<file path="config.mk">
export PLATFORM = sky130hd
export DESIGN_NAME = stepper_axis_ctrl
export DESIGN_NICKNAME = d
export VERILOG_FILES = /design/src/rtl/stepper_pkg.sv /design/src/rtl/stepper_ramp_gen.sv /design/src/rtl/stepper_axis_ctrl.sv
export SDC_FILE = /design/constraint.sdc
export NUM_CORES = 1
export LEC_CHECK = 0
export ABC_CLOCK_PERIOD_IN_PS = 12100
export CAP_MARGIN = 10
export CORE_AREA = 2 2 233 166
export DETAILED_ROUTE_END_ITERATION = 10
export DIE_AREA = 0 0 235 168
export PLACE_DENSITY_LB_ADDON = 0.05
export SLEW_MARGIN = 20
export SYNTH_ARGS = -nofsm -noshare
export SYNTH_HDL_FRONTEND = slang
export SYNTH_SLANG_ARGS = --single-unit
</file>
<file path="constraint.sdc">
create_clock -name CLK100MHZ -period 12.1 [get_ports CLK100MHZ]
set_input_delay 2.42 -clock CLK100MHZ [delete_from_list [all_inputs] [get_ports CLK100MHZ]]
set_output_delay 2.42 -clock CLK100MHZ [all_outputs]
set_load 0.005 [all_outputs]
</file>
<file path="src/rtl/stepper_pkg.sv">
// Shared types for the stepper axis controller: FSM states, command op codes
// and the full-step two-phase coil table.
package stepper_pkg;

    typedef enum logic [1:0] {
        ST_RELEASED = 2'd0,
        ST_HOLDING  = 2'd1,
        ST_MOVING   = 2'd2
    } state_t;

    localparam logic [1:0] OP_MOVE    = 2'b00;
    localparam logic [1:0] OP_HOLD    = 2'b01;
    localparam logic [1:0] OP_RELEASE = 2'b10;
    localparam logic [1:0] OP_ZERO    = 2'b11;

    // {A, B} coil polarity for each phase index
    localparam logic [1:0] PHASE_AB [4] = '{2'b11, 2'b01, 2'b00, 2'b10};

    function automatic logic [3:0] phase_pins(input logic [1:0] idx);
        logic [1:0] ab;
        ab = PHASE_AB[idx];
        return {ab[1], ~ab[1], ab[0], ~ab[0]};
    endfunction

endpackage

</file>
<file path="src/rtl/stepper_ramp_gen.sv">
// Step timing for one move: owns the step period, the ramp depth counter and
// the step counter, and flags the cycle on which a step edge happens.
module stepper_ramp_gen #(
    parameter int POS_W      = 21,
    parameter int PER_W      = 22,
    parameter int MIN_PERIOD = 526316,
    parameter int MAX_PERIOD = 2000000,
    parameter int ACCEL_STEP = 20000
) (
    input  logic             clk,
    input  logic             reset,
    input  logic             start,
    input  logic             run,
    input  logic             is_last,
    input  logic [POS_W-1:0] rem,
    output logic             step
);

    localparam logic [PER_W-1:0] MAX_V = PER_W'(MAX_PERIOD);
    localparam logic [PER_W-1:0] MIN_V = PER_W'(MIN_PERIOD);
    localparam logic [PER_W-1:0] ACC_V = PER_W'(ACCEL_STEP);
    localparam logic [PER_W:0]   MAX_W = (PER_W+1)'(MAX_PERIOD);
    localparam logic [PER_W-1:0] ONE_P = PER_W'(1);
    localparam logic [POS_W-1:0] ONE_R = POS_W'(1);

    logic [PER_W-1:0] period_q, period_d;
    logic [PER_W-1:0] cnt_q, cnt_d;
    logic [POS_W-1:0] ramp_q, ramp_d;
    logic [PER_W:0]   per_up;

    always_comb begin
        step     = run && (cnt_q == period_q - ONE_P);
        per_up   = {1'b0, period_q} + {1'b0, ACC_V};
        period_d = period_q;
        cnt_d    = cnt_q;
        ramp_d   = ramp_q;
        if (start) begin
            period_d = MAX_V;
            cnt_d    = '0;
            ramp_d   = '0;
        end else if (step) begin
            cnt_d = '0;
            // Decelerate once the remaining distance fits inside the ramp built so far
            if (!is_last) begin
                if (rem <= ramp_q) begin
                    period_d = (per_up > MAX_W) ? MAX_V : per_up[PER_W-1:0];
                    ramp_d   = ramp_q - ONE_R;
                end else if (period_q > MIN_V) begin
                    period_d = (period_q > MIN_V + ACC_V) ? period_q - ACC_V : MIN_V;
                    ramp_d   = ramp_q + ONE_R;
                end
            end
        end else if (run) begin
            cnt_d = cnt_q + ONE_P;
        end
    end

    always_ff @(posedge clk) begin
        if (reset) begin
            period_q <= MAX_V;
            cnt_q    <= '0;
            ramp_q   <= '0;
        end else begin
            period_q <= period_d;
            cnt_q    <= cnt_d;
            ramp_q   <= ramp_d;
        end
    end

endmodule

</file>
<file path="src/rtl/stepper_axis_ctrl.sv">
// Single-axis bipolar stepper controller: absolute moves with a linear period ramp.
// Define STEPPER_IDLE_RELEASE_EN to de-energise the coils after IDLE_CYCLES idle in HOLDING.
module stepper_axis_ctrl
    import stepper_pkg::*;
#(
    parameter int POS_W       = 21,
    parameter int PER_W       = 22,
    parameter int MIN_PERIOD  = 526316,
    parameter int MAX_PERIOD  = 2000000,
    parameter int ACCEL_STEP  = 20000,
    parameter int IDLE_CYCLES = 100000000
) (
    input  logic             CLK100MHZ,
    input  logic             reset,
    input  logic             cmd_valid,
    output logic             cmd_ready,
    input  logic [1:0]       cmd_op,
    input  logic [POS_W-1:0] cmd_target,
    input  logic             halt,
    output logic [5:0]       JA,
    output logic [POS_W-1:0] position,
    output logic             busy,
    output logic             done
);

    if (MIN_PERIOD < 1 || MAX_PERIOD < MIN_PERIOD || IDLE_CYCLES < 1 ||
        MAX_PERIOD >= 2**PER_W) begin : g_bad_params
        $error("stepper_axis_ctrl: inconsistent timing parameters");
    end

    localparam logic [POS_W-1:0] ONE_POS = POS_W'(1);

    state_t           state_q, state_d;
    logic [POS_W-1:0] pos_q, pos_d, target_q, target_d, new_pos, rem;
    logic [POS_W:0]   diff;
    logic [1:0]       phase_q, phase_d;
    logic             finish_q, finish_d, done_q, done_d, busy_q, busy_d;
    logic [5:0]       ja_q, ja_d;
    logic             accept, fwd, is_last, run, start, step, en;

`ifdef STEPPER_IDLE_RELEASE_EN
    localparam int IDLE_W = $clog2(IDLE_CYCLES + 1);
    logic [IDLE_W-1:0] idle_q, idle_d;
`endif

    assign cmd_ready = (state_q != ST_MOVING) && !halt;
    assign accept    = cmd_valid && cmd_ready;
    assign fwd       = $signed(target_q) > $signed(pos_q);
    assign new_pos   = fwd ? pos_q + ONE_POS : pos_q - ONE_POS;
    assign diff      = {target_q[POS_W-1], target_q} - {new_pos[POS_W-1], new_pos};
    assign rem       = diff[POS_W] ? POS_W'(-diff) : POS_W'(diff);
    assign is_last   = (rem == '0);
    // The cycle between the last step and HOLDING must not count toward a new step
    assign run       = (state_q == ST_MOVING) && !finish_q && !halt;
    assign start     = accept && (cmd_op == OP_MOVE) && (cmd_target != pos_q);

    stepper_ramp_gen #(
        .POS_W(POS_W), .PER_W(PER_W), .MIN_PERIOD(MIN_PERIOD),
        .MAX_PERIOD(MAX_PERIOD), .ACCEL_STEP(ACCEL_STEP)
    ) u_ramp (
        .clk(CLK100MHZ), .reset(reset), .start(start), .run(run),
        .is_last(is_last), .rem(rem), .step(step)
    );

    always_comb begin
        state_d  = state_q;
        pos_d    = pos_q;
        target_d = target_q;
        phase_d  = phase_q;
        finish_d = finish_q;
        done_d   = 1'b0;
`ifdef STEPPER_IDLE_RELEASE_EN
        idle_d   = '0;
`endif
        if (halt) begin
            state_d  = ST_RELEASED;
            finish_d = 1'b0;
        end else if (state_q == ST_MOVING) begin
            if (finish_q) begin
                state_d  = ST_HOLDING;
                finish_d = 1'b0;
                done_d   = 1'b1;
            end else if (step) begin
                pos_d    = new_pos;
                phase_d  = fwd ? phase_q + 2'd1 : phase_q - 2'd1;
                finish_d = is_last;
            end
        end else if (accept) begin
            case (cmd_op)
                OP_MOVE: begin
                    target_d = cmd_target;
                    if (cmd_target != pos_q) begin
                        state_d = ST_MOVING;
                    end else begin
                        state_d = ST_HOLDING;
                        done_d  = 1'b1;
                    end
                end
                OP_HOLD:    state_d = ST_HOLDING;
                OP_RELEASE: state_d = ST_RELEASED;
                default:    pos_d   = '0;
            endcase
        end else if (state_q == ST_HOLDING) begin
`ifdef STEPPER_IDLE_RELEASE_EN
            if (idle_q == IDLE_W'(IDLE_CYCLES - 1)) begin
                state_d = ST_RELEASED;
            end else begin
                idle_d = idle_q + IDLE_W'(1);
            end
`endif
        end
        busy_d = (state_d == ST_MOVING);
        en     = (state_d != ST_RELEASED);
        ja_d   = {en, en, phase_pins(phase_d)};
    end

    always_ff @(posedge CLK100MHZ) begin
        if (reset) begin
            state_q  <= ST_RELEASED;
            pos_q    <= '0;
            target_q <= '0;
            phase_q  <= 2'd0;
            finish_q <= 1'b0;
            done_q   <= 1'b0;
            busy_q   <= 1'b0;
            ja_q     <= 6'b000000;
`ifdef STEPPER_IDLE_RELEASE_EN
            idle_q   <= '0;
`endif
        end else begin
            state_q  <= state_d;
            pos_q    <= pos_d;
            target_q <= target_d;
            phase_q  <= phase_d;
            finish_q <= finish_d;
            done_q   <= done_d;
            busy_q   <= busy_d;
            ja_q     <= ja_d;
`ifdef STEPPER_IDLE_RELEASE_EN
            idle_q   <= idle_d;
`endif
        end
    end

    assign JA       = ja_q;
    assign position = pos_q;
    assign busy     = busy_q;
    assign done     = done_q;

endmodule

</file>
==> results of run 1 <==
cell families after synthesis:
kind of cell,Yosys count
and+or+nand+nor,568
AOI/OAI and AO/OA,377
xor gates and xnor gates,140
buffers and inverters,128
adders and majority gates,117
DFF,114
muxes,26
layer usage:
metal,routed length [um],global-route usage
met5,0,0
met4,371,0.0427
met3,1710,0.0316
met2,14700,0.266
met1,19200,0.279
worst max path at each step:
stage,end,slack (ps),depth (start not counted)
final,u_ramp.ramp_q[20]$_SDFFE_PP0P_,810,46
after global routing,u_ramp.ramp_q[20]$_SDFFE_PP0P_,40,52
after CTS,u_ramp.ramp_q[20]$_SDFFE_PP0P_,70,58
after detailed placement,u_ramp.ramp_q[20]$_SDFFE_PP0P_,-250,55
after global placement,u_ramp.ramp_q[20]$_SDFFE_PP0P_,20,53
after floorplan,u_ramp.ramp_q[20]$_SDFFE_PP0P_,40,61
synth_stat cells (all sizes together) (4+ instances only):
cell / count / area, um^2
dfxtp: 114 / 2280
nor2b: 16 / 100
nor4: 9 / 56.3
inv: 73 / 274
nand3b: 8 / 60.1
nor3b: 6 / 45.0
a21o: 37 / 278
a41oi: 4 / 35.0
o31ai: 5 / 37.5
a2111oi: 4 / 35.0
or2: 23 / 144
ha: 113 / 1410
xor2: 54 / 473
buf: 13 / 78.8
o21a: 18 / 135
mux2i: 23 / 230
a21boi: 4 / 30.0
nand2: 140 / 526
or3: 11 / 68.8
a311oi: 4 / 35.0
or4: 4 / 33.8
nand4: 31 / 194
a211oi: 11 / 87.6
nand4b: 6 / 52.6
nor2: 146 / 548
o21bai: 12 / 90.1
clkbuf: 41 / 154
o31a: 6 / 52.6
o21ai: 53 / 265
o22ai: 10 / 62.6
nand2b: 25 / 156
and2: 5 / 31.3
xnor2: 86 / 753
a31oi: 15 / 93.8
a211o: 9 / 78.8
a22oi: 5 / 37.5
nand3: 68 / 340
nor4b: 4 / 35.0
o211ai: 12 / 90.1
nor3: 37 / 190
and3: 20 / 125
a21oi: 127 / 636
registers in the layout (all words and copies together) (netlist names):
register,count
u_ramp.cnt_q,22
position,21
target_q,21
u_ramp.ramp_q,21
u_ramp.period_q,18
JA,5
state_q,2
busy,1
done,1
finish_q,1
phase_q,1
repair_timing:
item | CTS | global route
pin swaps | 0 | 5
setup buffers | 0 | 3
setup endpoints to repair | 1 | 10
gates resized for setup | 3 | 19
critical path: cells and delay by family, from the launching register on:
family,cells,cell delay (ps)
DFF,1,440
xor gates and xnor gates,3,440
buffers and inverters,2,220
AOI/OAI and AO/OA,24,5100
and+or+nand+nor,12,3370
adders and majority gates,5,1620
per-stage QoR:
step / power, mW / setup TNS [ps] / hold slack, ps / utilization
5_1_grt: 2.12 / 0 / 505 / 0.342
3_3_place_gp: 1.40 / 0 / 450 / 0.323
2_1_floorplan: 1.13 / 0 / 436 / -
3_5_place_dp: 1.38 / -254 / 448 / 0.323
6_report: 1.96 / 0 / 455 / 0.343
4_1_cts: 1.96 / 0 / 456 / 0.340
cell type report:
type	instances	area (um^2)
Fill cell	3943	24700
Multi-Input combinational cell	1228	8320
Sequential cell	114	2280
Timing Repair Buffer	82	754
Tap cell	496	621
Clock buffer	18	439
Inverter	74	278
Clock inverter	13	185
Antenna cell	1	2.50
power by group:
| group | total, mW | leakage, nW | switching [mW] | internal [mW] |
|---|---|---|---|---|
| registers | 0.380 | 0.920 | 0.00204 | 0.377 |
| logic | 1.02 | 3.74 | 0.624 | 0.400 |
| clock network | 0.558 | 0.290 | 0.210 | 0.348 |
| total | 1.96 | 4.95 | 0.836 | 1.13 |
==> metrics.txt, run 1 <==
# TYPE chip_impl_metric gauge
chip_impl_info{name="run_status",value="finished, final reports clean"} 1
chip_impl_metric{name="max_slew_margin",unit=""} 0.297
chip_impl_metric{name="final.setup_skew",unit="ps"} 11.9
chip_impl_metric{name="initial_core_util",unit=""} 0.293
chip_impl_info{name="timing.hold.worst.start",value="target_q[0]$_SDFFE_PP0P_"} 1
chip_impl_metric{name="synth_area",unit="mm^2"} 0.0110
chip_impl_metric{name="dp.cells",unit=""} 1991
chip_impl_metric{name="max_slew.worst_pin.slew",unit="ps"} 1040
chip_impl_metric{name="rr_worst_depth",unit=""} 46
chip_impl_info{name="cpMaxStageDelayCell",value="sky130_fd_sc_hd__or4_4"} 1
chip_impl_info{name="worstSetupEndpointType",value="register"} 1
chip_impl_metric{name="worst_ep_required_time",unit="ps"} 12480
chip_impl_metric{name="drtIter0Drc",unit=""} 783
chip_impl_metric{name="pin_count_of_the_biggest_net_entering_global_routing",unit=""} 54
chip_impl_metric{name="die_h",unit="um"} 168
chip_impl_metric{name="grt-ovfl-total",unit=""} 0
chip_impl_metric{name="drive_above_1_share",unit=""} 0.0713
chip_impl_metric{name="synthCells",unit=""} 1470
chip_impl_metric{name="maxCapViolCount",unit=""} 0
chip_impl_metric{name="top_level_ports",unit=""} 57
chip_impl_metric{name="design.core.area",unit="mm^2"} 0.0376
chip_impl_metric{name="r2r_slack",unit="ps"} 810
chip_impl_metric{name="ys_warn_count",unit=""} 0
chip_impl_metric{name="gp_congestion",unit=""} 0.861
chip_impl_info{name="crit-reg2reg-launch",value="position[6]$_SDFFE_PP0P_"} 1
chip_impl_metric{name="post-route-worst-setup-slack",unit="ps"} 815
chip_impl_metric{name="cts_hold_repair.buffers",unit=""} 0
chip_impl_metric{name="power_density",unit="mW/mm^2"} 152
chip_impl_metric{name="firstDrtPassIters",unit=""} 5
chip_impl_metric{name="floorplan.die_area",unit="mm^2"} 0.0395
chip_impl_metric{name="layout.cell_area.non_filler",unit="mm^2"} 0.0129
chip_impl_metric{name="worst_setup_hold_path_clk_slew",unit="ps"} 60
chip_impl_metric{name="final_period_util",unit=""} 0.933
chip_impl_info{name="cts_root_buffer",value="sky130_fd_sc_hd__clkbuf_16"} 1
chip_impl_metric{name="placement.setup.worst_slack",unit="ps"} -254
chip_impl_info{name="startpoint_type",value="register"} 1
chip_impl_metric{name="timing_max_transition_violations_final",unit=""} 0
chip_impl_metric{name="setup_viol",unit=""} 0
chip_impl_info{name="setup.worst_path.class",value="register to register"} 1
chip_impl_info{name="postSynth.topFlopCell",value="sky130_fd_sc_hd__dfxtp_1"} 1
chip_impl_metric{name="antenna_violating_nets_post_route",unit=""} 0
chip_impl_metric{name="cts_made_buffers",unit=""} 17
chip_impl_metric{name="final_net_count",unit=""} 1660
chip_impl_metric{name="synth_compound_gate_area_share",unit=""} 0.224
chip_impl_metric{name="fmax",unit="MHz"} 88.6
chip_impl_metric{name="synth_mux_area_frac",unit=""} 0.0239
chip_impl_metric{name="via_count_of_the_first_global_routing_pass",unit=""} 10100
chip_impl_metric{name="die_x",unit="um"} 235
chip_impl_metric{name="dpl-instance-area",unit="mm^2"} 0.0122
chip_impl_metric{name="critical_path_arrival",unit="ps"} 11660
chip_impl_metric{name="synth_area_per_cell",unit="um^2"} 7.50
chip_impl_metric{name="grt_antenna_before_repair",unit=""} 1
chip_impl_metric{name="max-vdd-ir-drop",unit="mV"} 0.121
chip_impl_metric{name="whs_path_cells",unit=""} 2
chip_impl_info{name="cp-startpoint",value="position[6]$_SDFFE_PP0P_"} 1
chip_impl_metric{name="worstSkewPairLatency",unit="ps"} 450
chip_impl_metric{name="fin_cells",unit=""} 2026
chip_impl_metric{name="buffer_ports.inserted",unit=""} 56
chip_impl_metric{name="worst_path_largest_cell_delay",unit="ps"} 550
chip_impl_info{name="reg2reg_to",value="u_ramp.ramp_q[20]$_SDFFE_PP0P_"} 1
chip_impl_metric{name="ys_ff_latch",unit=""} 114
chip_impl_metric{name="finalCriticalPeriod",unit="ps"} 11290
chip_impl_metric{name="synth_xor_area_frac",unit=""} 0.111
chip_impl_metric{name="postSynthNetCount",unit=""} 1613
chip_impl_info{name="min_path_type",value="register to register"} 1
chip_impl_info{name="tritoncts",value="yes"} 1
chip_impl_metric{name="synth_simple_gate_area_share",unit=""} 0.253
chip_impl_metric{name="post_synth_num_cell_types",unit=""} 82
chip_impl_metric{name="synth_adder_area_share",unit=""} 0.135
chip_impl_info{name="unrepaired_setup_endpoints_after_global_routing",value="false"} 1
chip_impl_info{name="worstHoldEndpoint",value="target_q[0]$_SDFFE_PP0P_"} 1
chip_impl_info{name="largest_family_of_logic_cells_by_synthesized_area",value="simple AND/OR/NAND/NOR gates"} 1
chip_impl_metric{name="seq_area_frac_synth",unit=""} 0.207
chip_impl_metric{name="timing.final.hold_violations",unit=""} 0
chip_impl_metric{name="count_of_flip_flops_with_a_built_in_enable_after_synthesis",unit=""} 0
chip_impl_info{name="final_cell_mix",value="145 x sky130_fd_sc_hd__nor2_1, 139 x sky130_fd_sc_hd__nand2_1, 123 x sky130_fd_sc_hd__a21oi_1"} 1
chip_impl_metric{name="clock-sinks",unit=""} 114
chip_impl_metric{name="critical_path_peak_fanout",unit=""} 5
chip_impl_metric{name="leakagePower",unit="nW"} 4.95
chip_impl_metric{name="asyncSetResetFlopFracSynth",unit=""} 0
chip_impl_metric{name="fp_rows",unit=""} 60
chip_impl_metric{name="hpwlAfterDp",unit="mm"} 27.9
chip_impl_metric{name="number_of_vias_after_detailed_routing",unit=""} 10600
chip_impl_metric{name="drc_errors",unit=""} 0
chip_impl_metric{name="htreeDepth",unit=""} 4
chip_impl_metric{name="grt_pass1_wl",unit="mm"} 57.6
chip_impl_metric{name="areaGrowthSynthToFinish",unit="%"} 16.9
chip_impl_metric{name="deepest_clock_path_buffer_count",unit=""} 2
chip_impl_metric{name="drt-wirelength-per-cell",unit="um"} 17.7
chip_impl_metric{name="globalRouteTotalUtil",unit=""} 0.184
chip_impl_metric{name="totalWireLength",unit="mm"} 36.0
chip_impl_info{name="leading_cell_type_in_the_layout_fill_and_taps_excluded",value="sky130_fd_sc_hd__nor2_1"} 1
chip_impl_metric{name="via_per_inst",unit=""} 5.24
Note: power is estimated with default switching activity, not from simulation.
==> inputs of run 2 (changes only) <==
--- a/config.mk
+++ b/config.mk
@@ -5,7 +5,6 @@
 export SDC_FILE = /design/constraint.sdc
 export NUM_CORES = 1
 export LEC_CHECK = 0
-export ABC_CLOCK_PERIOD_IN_PS = 12100
 export CAP_MARGIN = 10
 export CORE_AREA = 2 2 233 166
 export DETAILED_ROUTE_END_ITERATION = 10
==> constraint.sdc (replaced) <==
create_clock -name CLK100MHZ -period 13.9 [get_ports CLK100MHZ]
set_input_delay 2.78 -clock CLK100MHZ [delete_from_list [all_inputs] [get_ports CLK100MHZ]]
set_output_delay 2.78 -clock CLK100MHZ [all_outputs]
set_load 0.005 [all_outputs]
==> run 2 against run 1 <==
  * Wire length down 2.2%
  * Non-clock buffer count shrank 9
  * Maximum frequency decreased by 9.4%
  * Clock skew is 4.0 ps higher
  * Cell count fell by 0.49%
  * Setup slack better by 630 ps
  * Clock power decreased by 17%
  * Critical path depth rose by 10
  * Sequential share of layout area rose by 0.24 points
  * Largest cell class unchanged
==> metrics.txt, run 2 (synthesis results as in run 1) <==
# TYPE chip_impl_metric gauge
chip_impl_info{name="run_status",value="finished, final reports clean"} 1
chip_impl_info{name="timing.hold.worst.start",value="target_q[0]$_SDFFE_PP0P_"} 1
chip_impl_metric{name="antenna_violating_nets_post_route",unit=""} 0
chip_impl_metric{name="totalWireLength",unit="mm"} 35.1
chip_impl_metric{name="switching_fraction",unit=""} 0.427
chip_impl_metric{name="worst_path_largest_cell_delay",unit="ps"} 600
chip_impl_metric{name="design.core.area",unit="mm^2"} 0.0376
chip_impl_metric{name="layout.cell_area.non_filler",unit="mm^2"} 0.0127
chip_impl_metric{name="gp_congestion",unit=""} 0.848
chip_impl_metric{name="die_h",unit="um"} 168
chip_impl_metric{name="setup_viol",unit=""} 0
chip_impl_metric{name="via_per_inst",unit=""} 5.23
chip_impl_metric{name="initial_core_util",unit=""} 0.293
chip_impl_info{name="leading_cell_type_in_the_layout_fill_and_taps_excluded",value="sky130_fd_sc_hd__nor2_1"} 1
chip_impl_metric{name="buffer_ports.inserted",unit=""} 56
chip_impl_metric{name="finalCriticalPeriod",unit="ps"} 12460
chip_impl_metric{name="htreeDepth",unit=""} 4
chip_impl_metric{name="sequentialPowerShare",unit=""} 0.199
chip_impl_metric{name="r2r_slack",unit="ps"} 1440
chip_impl_metric{name="max-vdd-ir-drop",unit="mV"} 0.0869
chip_impl_metric{name="fp_rows",unit=""} 60
chip_impl_metric{name="fmax",unit="MHz"} 80.3
chip_impl_metric{name="timing_max_transition_violations_final",unit=""} 0
chip_impl_metric{name="comb_power_share",unit=""} 0.523
chip_impl_metric{name="areaGrowthSynthToFinish",unit="%"} 15.3
chip_impl_metric{name="num_antenna_cells",unit=""} 0
chip_impl_metric{name="power.switching",unit="mW"} 0.708
chip_impl_metric{name="clock-sinks",unit=""} 114
chip_impl_metric{name="via_count_of_the_first_global_routing_pass",unit=""} 9745
chip_impl_info{name="cp-startpoint",value="position[1]$_SDFFE_PP0P_"} 1
chip_impl_metric{name="pin_count_of_the_biggest_net_entering_global_routing",unit=""} 54
chip_impl_metric{name="worst_setup_hold_path_clk_slew",unit="ps"} 60
chip_impl_metric{name="area_of_the_multi_input_gates",unit="mm^2"} 0.00825
chip_impl_metric{name="cts_made_buffers",unit=""} 17
chip_impl_metric{name="max_slew.worst_pin.slew",unit="ps"} 988
chip_impl_metric{name="drc_errors",unit=""} 0
chip_impl_metric{name="power.clock.fraction",unit=""} 0.278
chip_impl_metric{name="dpl-instance-area",unit="mm^2"} 0.0121
chip_impl_info{name="cp_top_family",value="compound AO/OA/AOI/OAI gates"} 1
chip_impl_info{name="cts_root_buffer",value="sky130_fd_sc_hd__clkbuf_16"} 1
chip_impl_metric{name="number_of_vias_after_detailed_routing",unit=""} 10500
chip_impl_metric{name="die_x",unit="um"} 235
chip_impl_metric{name="power_density",unit="mW/mm^2"} 130
chip_impl_metric{name="postCtsSetupBuffers",unit=""} 0
chip_impl_info{name="tritoncts",value="yes"} 1
chip_impl_metric{name="drive_above_1_share",unit=""} 0.0579
chip_impl_metric{name="floorplan.die_area",unit="mm^2"} 0.0395
chip_impl_metric{name="firstDrtPassIters",unit=""} 5
chip_impl_metric{name="worstSkewPairLatency",unit="ps"} 440
chip_impl_metric{name="timing.final.hold_violations",unit=""} 0
chip_impl_metric{name="grt_antenna_before_repair",unit=""} 0
chip_impl_metric{name="power.internal",unit="mW"} 0.949
chip_impl_info{name="worstSetupEndpointType",value="register"} 1
chip_impl_metric{name="maxCapViolCount",unit=""} 0
chip_impl_metric{name="leakagePower",unit="nW"} 4.87
chip_impl_metric{name="max_slew_margin",unit=""} 0.335
chip_impl_metric{name="largest_register_ffs",unit=""} 22
chip_impl_metric{name="final.setup.tns",unit="ps"} 0
chip_impl_metric{name="final_period_util",unit=""} 0.896
chip_impl_metric{name="grt-ovfl-total",unit=""} 0
chip_impl_metric{name="final.setup_skew",unit="ps"} 15.9
chip_impl_metric{name="worst_ep_required_time",unit="ps"} 14260
chip_impl_metric{name="globalRouteTotalUtil",unit=""} 0.177
chip_impl_metric{name="top_level_ports",unit=""} 57
chip_impl_metric{name="critical_path_arrival",unit="ps"} 12820
chip_impl_info{name="startpoint_type",value="register"} 1
chip_impl_metric{name="drt-wirelength-per-cell",unit="um"} 17.4
chip_impl_metric{name="postCtsResizedCells",unit=""} 0
chip_impl_info{name="largest-register",value="u_ramp.cnt_q"} 1
chip_impl_metric{name="fin_cells",unit=""} 2016
chip_impl_metric{name="grt_pass1_wl",unit="mm"} 55.7
chip_impl_info{name="cpMaxStageDelayCell",value="sky130_fd_sc_hd__a2111oi_0"} 1
chip_impl_metric{name="worstPathBufferInverterCount",unit=""} 5
chip_impl_info{name="unrepaired_setup_endpoints_after_global_routing",value="false"} 1
chip_impl_metric{name="final_net_count",unit=""} 1651
chip_impl_metric{name="deepest_clock_path_buffer_count",unit=""} 2
chip_impl_metric{name="n_fill_cell",unit=""} 4006
chip_impl_metric{name="cts_hold_repair.buffers",unit=""} 0
chip_impl_metric{name="critical_path_peak_fanout",unit=""} 25
chip_impl_metric{name="dp.cells",unit=""} 1985
chip_impl_info{name="min_path_type",value="register to register"} 1
chip_impl_metric{name="hpwlAfterDp",unit="mm"} 27.3
chip_impl_metric{name="drtIter0Drc",unit=""} 609
chip_impl_metric{name="layout.area.seq",unit="mm^2"} 0.00228
chip_impl_info{name="crit_path_frequent_cell",value="sky130_fd_sc_hd__a21oi_1"} 1
chip_impl_info{name="final_cell_mix",value="146 x sky130_fd_sc_hd__nor2_1, 140 x sky130_fd_sc_hd__nand2_1, 127 x sky130_fd_sc_hd__a21oi_1"} 1
chip_impl_info{name="crit-reg2reg-launch",value="position[1]$_SDFFE_PP0P_"} 1
chip_impl_info{name="setup.worst_path.class",value="register to register"} 1
run 2: cell types whose count changed in the layout (fill, tap and decap cells not counted), moves of 2 or more:
| cell | before | now |
|---|---|---|
| sky130_fd_sc_hd__a21oi_2 | 3 | 0 |
| sky130_fd_sc_hd__a2111oi_2 | 2 | 0 |
| sky130_fd_sc_hd__o21ai_0 | 41 | 44 |
| sky130_fd_sc_hd__a2111oi_0 | 1 | 3 |
| sky130_fd_sc_hd__o21ai_1 | 11 | 8 |
| sky130_fd_sc_hd__buf_4 | 25 | 17 |
| sky130_fd_sc_hd__a21oi_1 | 123 | 127 |
run 2: final timing paths:
check / end / depth (start not counted)
setup / recovery: u_ramp.ramp_q[20]$_SDFFE_PP0P_ / 56
hold / removal: target_q[0]$_SDFFE_PP0P_ / 2
setup reg to reg: u_ramp.ramp_q[20]$_SDFFE_PP0P_ / 56
hold reg to reg: target_q[0]$_SDFFE_PP0P_ / 2
run 2: layout make-up:
| type | count | area share |
|---|---|---|
| Sequential cell | 114 | 0.180 |
| Inverter | 74 | 0.0219 |
| Tap cell | 496 | 0.0488 |
| Clock inverter | 13 | 0.0128 |
| Clock buffer | 18 | 0.0338 |
| Timing Repair Buffer | 73 | 0.0538 |
| Multi-Input combinational cell | 1228 | 0.649 |
run 2: per-layer routing:
layer  GRT usage  up-vias  part of all wire
met3      0.0293       14             0.038
met2       0.247      195              0.39
met4      0.0336        0            0.0067
met1       0.280     4958              0.56
met5           0        -                 0
li1            -     5378                 -
run 2: power groups by stage:
stage	sequential [mW]	clock [mW]	combinational, mW
global placement	0.338	0	0.868
detailed placement	0.338	0	0.858
finish	0.330	0.461	0.867
global route	0.330	0.489	0.969
floorplan	0.337	0	0.646
CTS	0.330	0.476	0.863
run 2: through the flow:
stage	util	setup slack [ps]	total power, mW	hold slack [ps]
6_report	0.338	1440	1.66	466
5_1_grt	0.338	355	1.79	488
3_3_place_gp	0.322	1800	1.21	446
4_1_cts	0.338	1550	1.67	470
3_5_place_dp	0.322	1600	1.20	461
2_1_floorplan	-	1370	0.983	436
run 2: worst min-delay path, cell delays in order (launching register included):
cell	delay (ps)
sky130_fd_sc_hd__dfxtp_1	310
sky130_fd_sc_hd__nand2_1	50
sky130_fd_sc_hd__a21oi_1	50
==> inputs of run 3 (changes only) <==
--- a/config.mk
+++ b/config.mk
@@ -6,9 +6,9 @@
 export NUM_CORES = 1
 export LEC_CHECK = 0
 export CAP_MARGIN = 10
-export CORE_AREA = 2 2 233 166
+export CORE_AREA = 2 2 202 144
 export DETAILED_ROUTE_END_ITERATION = 10
-export DIE_AREA = 0 0 235 168
+export DIE_AREA = 0 0 204 146
 export PLACE_DENSITY_LB_ADDON = 0.05
 export SLEW_MARGIN = 20
 export SYNTH_ARGS = -nofsm -noshare
==> run 3 against run 2 <==
  * Hold slack lost 9.6 ps
  * Die area is 25% lower
  * Highest routed layer unchanged
  * Largest power group unchanged
  * Wire length decreased by 5.0%
  * Via count increased by 0.83%
  * Sequential power about the same
  * Clock skew shrank 2.8 ps
  * Maximum frequency is 1.1% lower
  * Global-route usage grew 4.9 points
==> metrics.txt, run 3 (synthesis results as in run 1) <==
# TYPE chip_impl_metric gauge
chip_impl_metric{name="power.clock.fraction",unit=""} 0.282
chip_impl_metric{name="critical_path_peak_fanout",unit=""} 25
chip_impl_info{name="crit_path_frequent_cell",value="sky130_fd_sc_hd__a21oi_1"} 1
chip_impl_info{name="leading_cell_type_in_the_layout_fill_and_taps_excluded",value="sky130_fd_sc_hd__nor2_1"} 1
chip_impl_info{name="cpMaxStageDelayCell",value="sky130_fd_sc_hd__a2111oi_0"} 1
chip_impl_metric{name="floorplan.die_area",unit="mm^2"} 0.0298
chip_impl_metric{name="grt_pass1_wl",unit="mm"} 54.0
chip_impl_metric{name="cts_made_buffers",unit=""} 17
chip_impl_metric{name="timing.final.hold_violations",unit=""} 0
chip_impl_info{name="run_status",value="finished, final reports clean"} 1
chip_impl_metric{name="timing_max_transition_violations_final",unit=""} 0
chip_impl_info{name="cp-startpoint",value="position[1]$_SDFFE_PP0P_"} 1
chip_impl_info{name="largest-register",value="u_ramp.cnt_q"} 1
chip_impl_metric{name="die_h",unit="um"} 146
chip_impl_info{name="worstSetupEndpointType",value="register"} 1
chip_impl_metric{name="clock-sinks",unit=""} 114
chip_impl_info{name="setup.worst_path.class",value="register to register"} 1
chip_impl_metric{name="power.internal",unit="mW"} 0.967
chip_impl_metric{name="via_per_inst",unit=""} 5.62
chip_impl_metric{name="max_slew.worst_pin.slew",unit="ps"} 1060
chip_impl_metric{name="largest_register_ffs",unit=""} 22
chip_impl_metric{name="deepest_clock_path_buffer_count",unit=""} 2
chip_impl_metric{name="grt_antenna_before_repair",unit=""} 1
chip_impl_metric{name="num_antenna_cells",unit=""} 0
chip_impl_metric{name="fp_rows",unit=""} 51
chip_impl_metric{name="switching_fraction",unit=""} 0.421
chip_impl_metric{name="buffer_ports.inserted",unit=""} 56
chip_impl_metric{name="n_fill_cell",unit=""} 2883
chip_impl_metric{name="setup_viol",unit=""} 0
chip_impl_metric{name="antenna_violating_nets_post_route",unit=""} 0
chip_impl_metric{name="design.core.area",unit="mm^2"} 0.0277
chip_impl_metric{name="htreeDepth",unit=""} 4
chip_impl_metric{name="fin_util",unit=""} 0.454
chip_impl_info{name="timing.hold.worst.start",value="target_q[0]$_SDFFE_PP0P_"} 1
chip_impl_info{name="cts_root_buffer",value="sky130_fd_sc_hd__clkbuf_16"} 1
chip_impl_metric{name="number_of_vias_after_detailed_routing",unit=""} 10600
chip_impl_metric{name="sequentialPowerShare",unit=""} 0.198
chip_impl_info{name="crit-reg2reg-launch",value="position[1]$_SDFFE_PP0P_"} 1
chip_impl_metric{name="via_count_of_the_first_global_routing_pass",unit=""} 9756
chip_impl_metric{name="max-vdd-ir-drop",unit="mV"} 0.0942
chip_impl_metric{name="grt-ovfl-total",unit=""} 0
chip_impl_metric{name="power_density",unit="mW/mm^2"} 133
chip_impl_metric{name="area_of_the_multi_input_gates",unit="mm^2"} 0.00826
chip_impl_metric{name="comb_power_share",unit=""} 0.520
chip_impl_metric{name="die_x",unit="um"} 204
chip_impl_metric{name="power.switching",unit="mW"} 0.702
chip_impl_info{name="startpoint_type",value="register"} 1
chip_impl_metric{name="worstSkewPairLatency",unit="ps"} 450
chip_impl_metric{name="maxCapViolCount",unit=""} 0
chip_impl_metric{name="final_net_count",unit=""} 1650
chip_impl_metric{name="worst_ep_required_time",unit="ps"} 14270
chip_impl_metric{name="drc_errors",unit=""} 0
chip_impl_metric{name="firstDrtPassIters",unit=""} 5
chip_impl_metric{name="worst_setup_hold_path_clk_slew",unit="ps"} 50
chip_impl_metric{name="final.setup_skew",unit="ps"} 13.1
chip_impl_metric{name="top_level_ports",unit=""} 57
chip_impl_metric{name="final.setup.tns",unit="ps"} 0
chip_impl_metric{name="cts_hold_repair.buffers",unit=""} 0
chip_impl_metric{name="max_slew_margin",unit=""} 0.283
chip_impl_metric{name="drtIter0Drc",unit=""} 690
chip_impl_metric{name="leakagePower",unit="nW"} 4.89
chip_impl_metric{name="fmax",unit="MHz"} 79.4
chip_impl_metric{name="final_period_util",unit=""} 0.906
chip_impl_metric{name="gp_congestion",unit=""} 0.872
chip_impl_metric{name="worst_path_largest_cell_delay",unit="ps"} 630
chip_impl_metric{name="layout.area.seq",unit="mm^2"} 0.00228
chip_impl_metric{name="globalRouteTotalUtil",unit=""} 0.226
chip_impl_metric{name="dpl-instance-area",unit="mm^2"} 0.0119
chip_impl_metric{name="drive_above_1_share",unit=""} 0.0586
chip_impl_info{name="final_cell_mix",value="145 x sky130_fd_sc_hd__nor2_1, 140 x sky130_fd_sc_hd__nand2_1, 127 x sky130_fd_sc_hd__a21oi_1"} 1
chip_impl_metric{name="totalWireLength",unit="mm"} 33.4
chip_impl_metric{name="postCtsSetupBuffers",unit=""} 0
chip_impl_info{name="unrepaired_setup_endpoints_after_global_routing",value="false"} 1
chip_impl_metric{name="initial_core_util",unit=""} 0.398
chip_impl_metric{name="critical_path_arrival",unit="ps"} 12970
chip_impl_info{name="min_path_type",value="register to register"} 1
chip_impl_metric{name="hpwlAfterDp",unit="mm"} 25.5
chip_impl_metric{name="layout.cell_area.non_filler",unit="mm^2"} 0.0126
chip_impl_metric{name="finalCriticalPeriod",unit="ps"} 12600
chip_impl_metric{name="pin_count_of_the_biggest_net_entering_global_routing",unit=""} 54
chip_impl_info{name="tritoncts",value="yes"} 1
chip_impl_metric{name="final.hold.worst_slack",unit="ps"} 456
chip_impl_metric{name="power.total",unit="mW"} 1.67
chip_impl_metric{name="drt-wirelength-per-cell",unit="um"} 17.6
chip_impl_metric{name="areaGrowthSynthToFinish",unit="%"} 14.2
[run 3: changes by cell type in the layout (fill, tap and decap cells not counted), sizes merged]
cell      previous run  this run
clkbuf              18        20
buf                 18        17
clkinvlp             6         5
[run 3: power groups by stage]
stage               Combinational [mW]  Sequential [mW]  Clock (mW)
finish                           0.868            0.330       0.471
global route                     0.966            0.330       0.497
floorplan                        0.646            0.337           0
global placement                 0.847            0.338           0
CTS                              0.857            0.330       0.481
detailed placement               0.849            0.338           0
[run 3: through the flow]
stage | setup WS [ps] | cells
global route | 17.2 | 1891
CTS | 1080 | 1890
detailed placement | 1170 | 1858
floorplan | 1370 | 1470
finish | 1300 | 1891
global placement | 1540 | 1858
[run 3: area by class of cell]
class | instances | area share
Clock buffer | 20 | 0.0371
Sequential cell | 114 | 0.181
Multi-Input combinational cell | 1228 | 0.656
Timing Repair Buffer | 72 | 0.0540
Inverter | 74 | 0.0221
Tap cell | 371 | 0.0369
Clock inverter | 12 | 0.0123
[run 3: timing repair]
item	in CTS	in global routing
endpoints found under the hold margin	0	0
gates resized for setup	0	3
endpoints found under the setup margin	0	1
[run 3: critical path, delay by kind of cell (launching register included)]
family | cells | cell delay [ps]
simple gates | 12 | 1940
fa+ha+maj | 5 | 1690
xor+xnor | 3 | 390
buf+inv | 5 | 940
compound gates | 31 | 7100
flops | 1 | 470
[run 3: path summary, 6_finish.rpt]
check | to | slack [ps] | cells past startpoint
worst max-delay path | u_ramp.ramp_q[20]$_SDFFE_PP0P_ | 1300 | 56
worst min-delay path | target_q[0]$_SDFFE_PP0P_ | 460 | 2
worst max register to register | u_ramp.ramp_q[20]$_SDFFE_PP0P_ | 1300 | 56
worst min register to register | target_q[0]$_SDFFE_PP0P_ | 460 | 2
[run 3: metal layers]
layer | GRT usage | wire length (um) | vias up
li1 | - | - | 5375
met5 | 0 | 0 | -
met2 | 0.304 | 13100 | 241
met1 | 0.363 | 18200 | 4999
met4 | 0.0431 | 258 | 0
met3 | 0.0432 | 1790 | 17
==> patch (config.mk and constraints of run 3) <==
`PER_W` is set to 22 in 2 places; all go to 21.
--- a/src/rtl/stepper_ramp_gen.sv
+++ b/src/rtl/stepper_ramp_gen.sv
@@ -2,7 +2,7 @@
 // the step counter, and flags the cycle on which a step edge happens.
 module stepper_ramp_gen #(
     parameter int POS_W      = 21,
-    parameter int PER_W      = 22,
+    parameter int PER_W      = 21,
     parameter int MIN_PERIOD = 526316,
     parameter int MAX_PERIOD = 2000000,
     parameter int ACCEL_STEP = 20000
--- a/src/rtl/stepper_axis_ctrl.sv
+++ b/src/rtl/stepper_axis_ctrl.sv
@@ -4,7 +4,7 @@
     import stepper_pkg::*;
 #(
     parameter int POS_W       = 21,
-    parameter int PER_W       = 22,
+    parameter int PER_W       = 21,
     parameter int MIN_PERIOD  = 526316,
     parameter int MAX_PERIOD  = 2000000,
     parameter int ACCEL_STEP  = 20000,
Behaviour: same outputs for any inputs over 4 cycles, from zero or initial values and one cycle with reset high; that may be too few to reach the edited logic, so the function may still have changed.
==> patch against run 3 <==
  * Sequential cell count down 2
  * Total power down 19%
  * Hold slack better by 0.0073 ns
  * Wire length down 4.4%
  * Worst setup slack worse by 0.20 ns
  * Critical path type unchanged
  * Synthesized area down 1.8%
  * Design area down 5.3%
  * Non-clock buffer count down 6
  * Sequential share of layout area up 0.67 points
  * Final cell count down 3.1%
  * Count of clock-buffer cells in the layout down 10
==> patch: results (changes against run 3) <==
stage,metric,value,unit,change
status,status,completed,,
logic_synthesis,synth_cell_types,83,,+1.2%
clocking,clock_latency,0.39,ns,-0.06 ns
placed_design,gp_congestion,0.823,,-5.6%
logic_synthesis,seq_area_frac_synth,20.7,%,about the same
layout,drive_gt1_share,4.65,%,-1.2 points
logic_synthesis,synth_top_cells_by_area,"dfxtp_1 21%, ha_1 13%, a21oi_1 7.2%",,
setup_path,cp_data_arrival_time,13.08,ns,+0.11 ns
global_route,grt_max_degree,54,,unchanged
logic_synthesis,synthMuxAreaShare,0.763,%,-1.6 points
flow_run,drv_cap,0,,unchanged
detailed_routing,drt_wl_total,31900,um,-4.4%
clocking,cts.clk_slew.worst_paths,0.08,ns,+0.03 ns
logic_synthesis,yosys_warnings,0,,unchanged
setup_path,cp_max_fo,30,,+20%
setup_path,crit_path_top_delay_cell,nor4_1,,
global_route,grtUsageTotal,21.7,%,-0.90 points
placed_design,dp_slack,1.09,ns,-0.0892 ns
timing,finClkSkew,0.0140,ns,+0.000933 ns
power,max-vdd-ir-drop,0.0000632,V,-33%
logic_synthesis,synthAdderAreaFrac,13.5,%,+0.036 points
setup_path,crit_start,position[0],,
logic_synthesis,synth_compound_area_share,22.5,%,+0.13 points
detailed_routing,drt-vias-per-instance,5.54,,-1.4%
power,p_leak,0.00468,uW,-4.3%
placed_design,dp_hpwl,24700,um,-3.2%
layout,nNetsFinal,1599,,-3.1%
detailed_routing,firstDrtPassIters,5,,unchanged
global_route,grt_pass1_vias,9328,,-4.4%
logic_synthesis,synth_common_cells,"167 x nand2_1, 155 x a21oi_1, 112 x dfxtp_1, 112 x ha_1, 111 x nor2_1",,
clocking,numCtsBuffers,9,,-8
detailed_routing,drt_iter0_drc,715,,+3.6%
clocking,htreeDepth,3,,-1
global_route,grt_first_pass_wirelength,51800,um,-4.1%
setup_path,slowest_delay,0.97,ns,+0.34 ns
layout,insertedDiodeCount,0,,unchanged
timing,worst_pin_slew,1.15,ns,+0.0862 ns
min_path,hold_start,target_q[0],,
logic_synthesis,synthXorXnorAreaFrac,11.9,%,+0.77 points
patch: kinds of logic after synthesis:
logic type	Yosys count
AOI/OAI and AO/OA	383
xor gates and xnor gates	147
adders and majority gates	115
buffers and inverters	150
DFF	112
muxes	8
and+or+nand+nor	535
patch: final cells by class:
cell class              instances  area [um2]
fillers                      2892       15800
multi-input cells            1188        7980
flip-flops and latches        112        2240
repair buffers                 66         631
well taps                     371         464
inverters                      80         300
clock buffers                  10         229
clock inverters                 6        80.1
patch: worst min-delay path, delay by kind of cell (launching register included):
kind	cells	cell delay [ns]
AND/OR/NAND/NOR	1	0.05
flip-flops	1	0.32
AO/OA/AOI/OAI	1	0.05
patch: per-layer routing:
layer  track usage (%)  wire length, um
met4              3.59              205
met5                 0               10
met3              4.05             1410
met2              28.9            12200
met1              35.4            18100
patch: power by group:
group | internal [uW] | leakage (uW) | switching (uW)
clock network | 143 | 0.000146 | 138
registers | 322 | 0.000904 | 1.72
logic | 298 | 0.00363 | 447
total | 763 | 0.00468 | 587
patch: repair_timing:
action	in CTS	in global routing
hold buffers	0	0
resized for setup	0	1
setup endpoints to repair	0	1
patch: final timing paths:
| path | end | cells after the start | slack (ns) |
|---|---|---|---|
| min | target_q[0] | 2 | 0.46 |
| max | u_ramp.ramp_q[20] | 53 | 1.11 |
| max reg2reg | u_ramp.ramp_q[20] | 53 | 1.11 |
| min reg2reg | target_q[0] | 2 | 0.46 |
patch: metrics by stage:
stage	instance area, um2	utilization, %	power, uW	cells	hold slack [ns]
floorplan	10800	-	903	1450	0.436
global placement	11600	41.9	1070	1817	0.450
detailed placement	11600	41.9	1070	1817	0.461
CTS	11900	43.0	1360	1833	0.471
global route	11900	43.0	1470	1833	0.497
finish	11900	43.0	1350	1833	0.464
